<file path="src/rtl/aes_pkg.sv">
// Shared types, constants and GF(2^8) helpers for the AES-128 key schedule engine.
package aes_pkg;
  typedef logic [31:0]  word_t;
  typedef logic [127:0] block_t;

  typedef enum logic [1:0] {IDLE, PRESENT, SUB, EXPAND} key_expand_state_t;

  localparam int unsigned NR = 10;

  // Entry 0 is unused: the table is indexed by the round being produced.
  localparam logic [7:0] RCON [0:10] = '{8'h00, 8'h01, 8'h02, 8'h04, 8'h08, 8'h10,
                                         8'h20, 8'h40, 8'h80, 8'h1b, 8'h36};

  function automatic logic [7:0] gf_mul(input logic [7:0] a, input logic [7:0] b);
    logic [7:0] acc;
    logic [7:0] x;
    acc = 8'h00;
    x   = a;
    for (int i = 0; i < 8; i++) begin
      if (b[i]) acc = acc ^ x;
      x = {x[6:0], 1'b0} ^ (x[7] ? 8'h1b : 8'h00);
    end
    return acc;
  endfunction

  // Inverse as x^254 (square-and-multiply), then the AES affine map.
  function automatic logic [7:0] sbox(input logic [7:0] x);
    logic [7:0] sq;
    logic [7:0] inv;
    sq  = x;
    inv = 8'h01;
    for (int i = 1; i < 8; i++) begin
      sq  = gf_mul(sq, sq);
      inv = gf_mul(inv, sq);
    end
    return inv ^ {inv[6:0], inv[7]} ^ {inv[5:0], inv[7:6]} ^
           {inv[4:0], inv[7:5]} ^ {inv[3:0], inv[7:4]} ^ 8'h63;
  endfunction
endpackage

</file>
<file path="src/rtl/aes_sbox.sv">
// Synchronous AES S-box: the substituted byte appears one clock after the input.
module aes_sbox
  import aes_pkg::*;
(
  input  logic       clk,
  input  logic [7:0] i_byte,
  output logic [7:0] o_byte
);
  logic [7:0] r_byte;

  always_ff @(posedge clk) begin
    r_byte <= sbox(i_byte);
  end

  assign o_byte = r_byte;
endmodule

</file>
<file path="src/rtl/rot_word.sv">
// Byte rotation of a key-schedule word: [a0 a1 a2 a3] -> [a1 a2 a3 a0] when enabled.
module rot_word (
  input  logic        i_enable,
  input  logic [31:0] i_word,
  output logic [31:0] o_word
);
  assign o_word = i_enable ? {i_word[23:0], i_word[31:24]} : i_word;
endmodule

</file>
<file path="src/rtl/sub_word.sv">
// SubWord: four synchronous S-boxes, one per byte, with one cycle of latency.
module sub_word (
  input  logic        clk,
  input  logic [31:0] i_word,
  output logic [31:0] o_word
);
  genvar gi;
  generate
    for (gi = 0; gi < 4; gi++) begin : g_sbox
      aes_sbox u_sbox (
        .clk    (clk),
        .i_byte (i_word[8*gi +: 8]),
        .o_byte (o_word[8*gi +: 8])
      );
    end
  endgenerate
endmodule

</file>
<file path="src/rtl/key_expand.sv">
// Sequential AES-128 key schedule: presents round keys 0..10 over a valid/ready handshake.
// Define KEY_EXPAND_CACHE_EN to add an 11-entry round-key cache and the replay input.
module key_expand
  import aes_pkg::*;
(
  input  logic         clk,
  input  logic         reset,
  input  logic         start,
  input  logic [127:0] key,
  input  logic         rk_ready,
`ifdef KEY_EXPAND_CACHE_EN
  input  logic         replay,
`endif
  output logic         rk_valid,
  output logic [127:0] rk,
  output logic [3:0]   round,
  output logic         busy,
  output logic         done
);
  localparam logic [3:0] LAST_ROUND = 4'(NR);

  key_expand_state_t r_state;
  key_expand_state_t w_state_next;
  block_t            r_rk;
  block_t            w_rk_next;
  block_t            w_cache_rd;
  logic [3:0]        r_round;
  logic [3:0]        w_round_inc;
  logic              r_done;
  logic              w_accept;
  logic              w_last;
  logic              w_replay_go;
  logic              w_replay_mode;
  word_t             w_rot;
  word_t             w_sub;
  word_t             w_t;
  word_t             w_w0_next;
  word_t             w_w1_next;
  word_t             w_w2_next;
  word_t             w_w3_next;

  assign w_accept    = (r_state == PRESENT) && rk_ready;
  assign w_last      = (r_round == LAST_ROUND);
  assign w_round_inc = r_round + 4'd1;

  rot_word u_rot (
    .i_enable (1'b1),
    .i_word   (r_rk[31:0]),
    .o_word   (w_rot)
  );

  sub_word u_sub (
    .clk    (clk),
    .i_word (w_rot),
    .o_word (w_sub)
  );

  // Each new word folds in the one just produced, so the chain runs w0' -> w3'.
  assign w_t       = w_sub ^ {RCON[w_round_inc], 24'h0};
  assign w_w0_next = r_rk[127:96] ^ w_t;
  assign w_w1_next = r_rk[95:64]  ^ w_w0_next;
  assign w_w2_next = r_rk[63:32]  ^ w_w1_next;
  assign w_w3_next = r_rk[31:0]   ^ w_w2_next;
  assign w_rk_next = {w_w0_next, w_w1_next, w_w2_next, w_w3_next};

`ifdef KEY_EXPAND_CACHE_EN
  block_t     r_cache [0:NR];
  logic       r_cache_valid;
  logic       r_replay_mode;
  logic [3:0] w_cache_addr;

  assign w_replay_go   = replay && !start && (r_state == IDLE) && r_cache_valid;
  assign w_replay_mode = r_replay_mode;
  assign w_cache_addr  = ((r_state == PRESENT) && !w_last) ? w_round_inc : 4'd0;
  assign w_cache_rd    = r_cache[w_cache_addr];

  always_ff @(posedge clk) begin
    if (r_state == PRESENT) r_cache[r_round] <= r_rk;
  end

  always_ff @(posedge clk or posedge reset) begin
    if (reset) begin
      r_cache_valid <= 1'b0;
      r_replay_mode <= 1'b0;
    end else if (start) begin
      r_cache_valid <= 1'b0;
      r_replay_mode <= 1'b0;
    end else if (w_replay_go) begin
      r_replay_mode <= 1'b1;
    end else if (w_accept && w_last) begin
      r_cache_valid <= 1'b1;
      r_replay_mode <= 1'b0;
    end
  end
`else
  assign w_replay_go   = 1'b0;
  assign w_replay_mode = 1'b0;
  assign w_cache_rd    = '0;
`endif

  always_ff @(posedge clk or posedge reset) begin
    if (reset) r_state <= IDLE;
    else       r_state <= w_state_next;
  end

  always_comb begin
    w_state_next = r_state;
    if (start) begin
      w_state_next = PRESENT;
    end else begin
      case (r_state)
        IDLE:    if (w_replay_go) w_state_next = PRESENT;
        PRESENT: if (rk_ready) w_state_next = w_last ? IDLE : (w_replay_mode ? PRESENT : SUB);
        SUB:     w_state_next = EXPAND;
        EXPAND:  w_state_next = PRESENT;
        default: w_state_next = IDLE;
      endcase
    end
  end

  always_comb begin
    rk_valid = (r_state == PRESENT);
    busy     = (r_state != IDLE);
  end

  always_ff @(posedge clk or posedge reset) begin
    if (reset) begin
      r_rk    <= '0;
      r_round <= '0;
      r_done  <= 1'b0;
    end else begin
      r_done <= 1'b0;
      if (start) begin
        r_rk    <= key;
        r_round <= '0;
      end else if (w_replay_go) begin
        r_rk    <= w_cache_rd;
        r_round <= '0;
      end else if (w_accept) begin
        if (w_last) begin
          r_done <= 1'b1;
        end else if (w_replay_mode) begin
          r_rk    <= w_cache_rd;
          r_round <= w_round_inc;
        end
      end else if (r_state == EXPAND) begin
        r_rk    <= w_rk_next;
        r_round <= w_round_inc;
      end
    end
  end

  assign rk    = r_rk;
  assign round = r_round;
  assign done  = r_done;
endmodule

</file>
<file path="config.mk">
export PLATFORM = sky130hd
export DESIGN_NAME = key_expand
export DESIGN_NICKNAME = d
export VERILOG_FILES = /design/src/rtl/aes_pkg.sv /design/src/rtl/aes_sbox.sv /design/src/rtl/rot_word.sv /design/src/rtl/sub_word.sv /design/src/rtl/key_expand.sv
export SDC_FILE = /design/constraint.sdc
export NUM_CORES = 2
export LEC_CHECK = 0
export BUFFER_PORTS_ARGS = -buffer_cell sky130_fd_sc_hd__buf_2
export CAP_MARGIN = 20
export CORE_ASPECT_RATIO = 1.2
export CORE_MARGIN = 2
export CORE_UTILIZATION = 55
export CTS_CLUSTER_DIAMETER = 200
export DETAILED_ROUTE_END_ITERATION = 10
export PLACE_DENSITY = 0.75
export SLEW_MARGIN = 20
export SYNTH_ARGS = -nofsm -noshare
export SYNTH_HDL_FRONTEND = slang
export SYNTH_SLANG_ARGS = --single-unit
</file>
<file path="constraint.sdc">
create_clock -name clk -period 38.4 [get_ports clk]
set_input_delay 1.92 -clock clk [delete_from_list [all_inputs] [get_ports clk]]
set_output_delay 1.92 -clock clk [all_outputs]
set_load 0.02 [all_outputs]
</file>
==> impl_metrics.ini <==
[run_status]
outcome = complete, no violations

[routing]
totalWireLength_um = 202000
drcViolationCount = 0
detail_route.wl_per_cell_um = 19.7
drt_pre_antenna_iters = 7
via_per_inst = 6.18
met3RoutedLength_um = 16600
ant_nets = 0
top_layer_used = met5
via_count_of_the_routed_design = 63111
dr.first_iter.drc_count = 5682
wl_met2_um = 95700
wirelength_met1_um = 81700

[clocking]
tritoncts_clock_tree = built
cts_hold_buf = 0
cts_setup_buffers = 0
htreeDepth = 4
cts_num_sinks = 167
clk_latency_ps = 520
cts.clk_slew.worst_paths_ps = 90
cts_resized = 0
numCtsBuffers = 17
root_buffer = sky130_fd_sc_hd__clkbuf_16
cts.path.max_buffers = 2

[critical_path]
setup.reg_to_reg.worst_slack_ps = 19360
worstPathArrival_ps = 19420
cp-endpoint = u_sub.g_sbox[2].u_sbox.o_byte[6]
setup.worst_path.class = register to register
critPathLaunchType = register
cp_common_cell = sky130_fd_sc_hd__xor2_1
cell_with_the_largest_stage_delay_on_the_worst_path = sky130_fd_sc_hd__xor2_1
crit_required_ps = 38780
timing.rr.start = rk[15]
r2r.worst_path.cells = 53
crit_path_max_incr_delay_ps = 910
worstPathMaxFanout = 22
critical_path_origin = rk[15]
critPathCaptureType = register
regToRegEndpoint = u_sub.g_sbox[2].u_sbox.o_byte[6]

[synth]
yosysUniqueCellTypes = 115
synth_enable_flop_cells = 0
synth_nets = 8870
seq_area_frac_synth_pct = 6.20
dominantRegCellSynth = sky130_fd_sc_hd__dfrtp_1
postSynthRegisterBits = 167
synth_largest_area_cell = sky130_fd_sc_hd__xnor2_1
synth.top_cells.by_area = sky130_fd_sc_hd__xnor2_1 (23%), sky130_fd_sc_hd__xnor3_1 (11%), sky130_fd_sc_hd__nor2_1 (7.5%)
synthDominantCellAreaShare_pct = 22.9
synth.cell_area_um2 = 64800
async_reset_ff_share_pct = 80.8
synth_common_cells = sky130_fd_sc_hd__xnor2_1 (1694), sky130_fd_sc_hd__nor2_1 (1294), sky130_fd_sc_hd__nand2_1 (941)
yosys_warnings = 0
post_synth_inst_count = 8704
yosys.cell_count.top_type = sky130_fd_sc_hd__xnor2_1
synth_area_per_cell_um2 = 7.45

[grt]
grt_antenna_before_repair = 3
overflow = 0
grtUsageTotal_pct = 32.0
wire_length_of_the_first_global_routing_pass_um = 322000
grt_pass1_vias = 60052
grt_max_degree = 109

[finish]
n_fill_cell = 10959
numnets_final = 8819
areaGrowthSynthToFinish_pct = 5.66
multi_input_comb_area_um2 = 58500
area.sequential_um2 = 4020
final_layout_size_suffix_gt1_share_pct = 9.53

[floorplanning]
fp.coreArea_um2 = 117000
row_count = 138
start_util_pct = 55.2
pin_count = 267
fp.dieArea_um2 = 121000
die_h_um = 380
die_w_um = 317

[sta]
timing_max_transition_violations_final = 0
setup_viol_count_final = 0
final.setup_skew_ps = 17.9
final.period_utilization_pct = 49.6
timing.slew.headroom_pct = 19.4
holdWs_ps = 602
max_clock_freq_ghz = 0.0525
final_period_minus_worst_setup_slack_ps = 19040
fin_tns_setup_ps = 0
rsz0062_at_grt = false
worst_slew_pin_slew_ps = 1210
report.final.hold_viol_count = 0

[placement]
gp_congestion = 0.970
detailedPlacementHpwl_um = 148000
numPortBuffers = 266

[flow_run]
max-cap-violations = 0

[worst_hold_path]
hold_path.class = register to register
registers in the layout, summed over array words and instances, names as in the netlist:
register                    flops
u_sub.g_sbox.u_sbox.o_byte     32
r_state                         2
rk                            128
done                            1
round                           4
critical path: cells and delay by family (launching register included):
family | cells | cell delay (ps)
AO/OA/AOI/OAI | 9 | 1970
XOR/XNOR | 29 | 10800
adder cells (fa/ha/maj) | 3 | 1820
buffers and inverters | 4 | 1080
flip-flops | 1 | 660
multiplexers | 1 | 310
AND/OR/NAND/NOR | 7 | 2220
cell families after synthesis:
family | synth area share, %
flops | 6.20
buf+inv | 4.19
simple gates | 20.7
compound gates | 17.5
xor+xnor | 46.8
fa+ha+maj | 0.687
mux | 3.96
area by class of cell:
| type | count | share of cell area (%) |
|---|---|---|
| well taps | 1540 | 2.81 |
| clock buffers | 17 | 0.621 |
| inverters | 103 | 0.572 |
| diodes | 3 | 0.0110 |
| flip-flops and latches | 167 | 5.87 |
| repair buffers | 492 | 4.43 |
| clock inverters | 15 | 0.334 |
| multi-input cells | 7872 | 85.3 |
metal layers:
metal / global-route usage, % / up-vias
li1: - / 29855
met1: 41.0 / 30022
met2: 53.9 / 2755
met3: 4.91 / 475
met4: 12.4 / 4
met5: 0 / -
placed cells by master (no fill, tap or decap), drive strengths merged, types with 64 or more instances in the layout:
cell	count
xnor2	1776
nor2	1298
nand2	942
xor2	571
buf	491
o21ai	473
a21oi	435
xnor3	342
mux2i	209
nor3	209
nand3	202
dfrtp	135
o22ai	111
inv	98
a211oi	69
a31oi	66
a22oi	64
worst min path at each step:
stage | slack [ps] | startpoint | endpoint | depth (start not counted)
2_1_floorplan | 530 | r_state[0] | done | 2
3_3_place_gp | 580 | u_sub.g_sbox[1].u_sbox.o_byte[1] | rk[105] | 3
3_5_place_dp | 590 | rk[76] | rk[76] | 2
4_1_cts | 600 | r_state[0] | done | 2
5_1_grt | 630 | r_state[0] | done | 2
6_report | 600 | r_state[0] | done | 2
per-stage QoR:
| stage | utilization [%] | setup slack, ps | instance area [µm²] | std cells |
|---|---|---|---|---|
| floorplan | - | 22590 | 64800 | 8704 |
| global placement | 57.7 | 19680 | 67800 | 10174 |
| detailed placement | 57.7 | 19640 | 67800 | 10174 |
| CTS | 58.3 | 19570 | 68400 | 10206 |
| global route | 58.3 | 17910 | 68500 | 10207 |
| finish | 58.3 | 19360 | 68500 | 10209 |
Power is left out: the tool's default activity adds up to more than one toggle a clock period on the data nets, which glitch-free logic cannot reach.
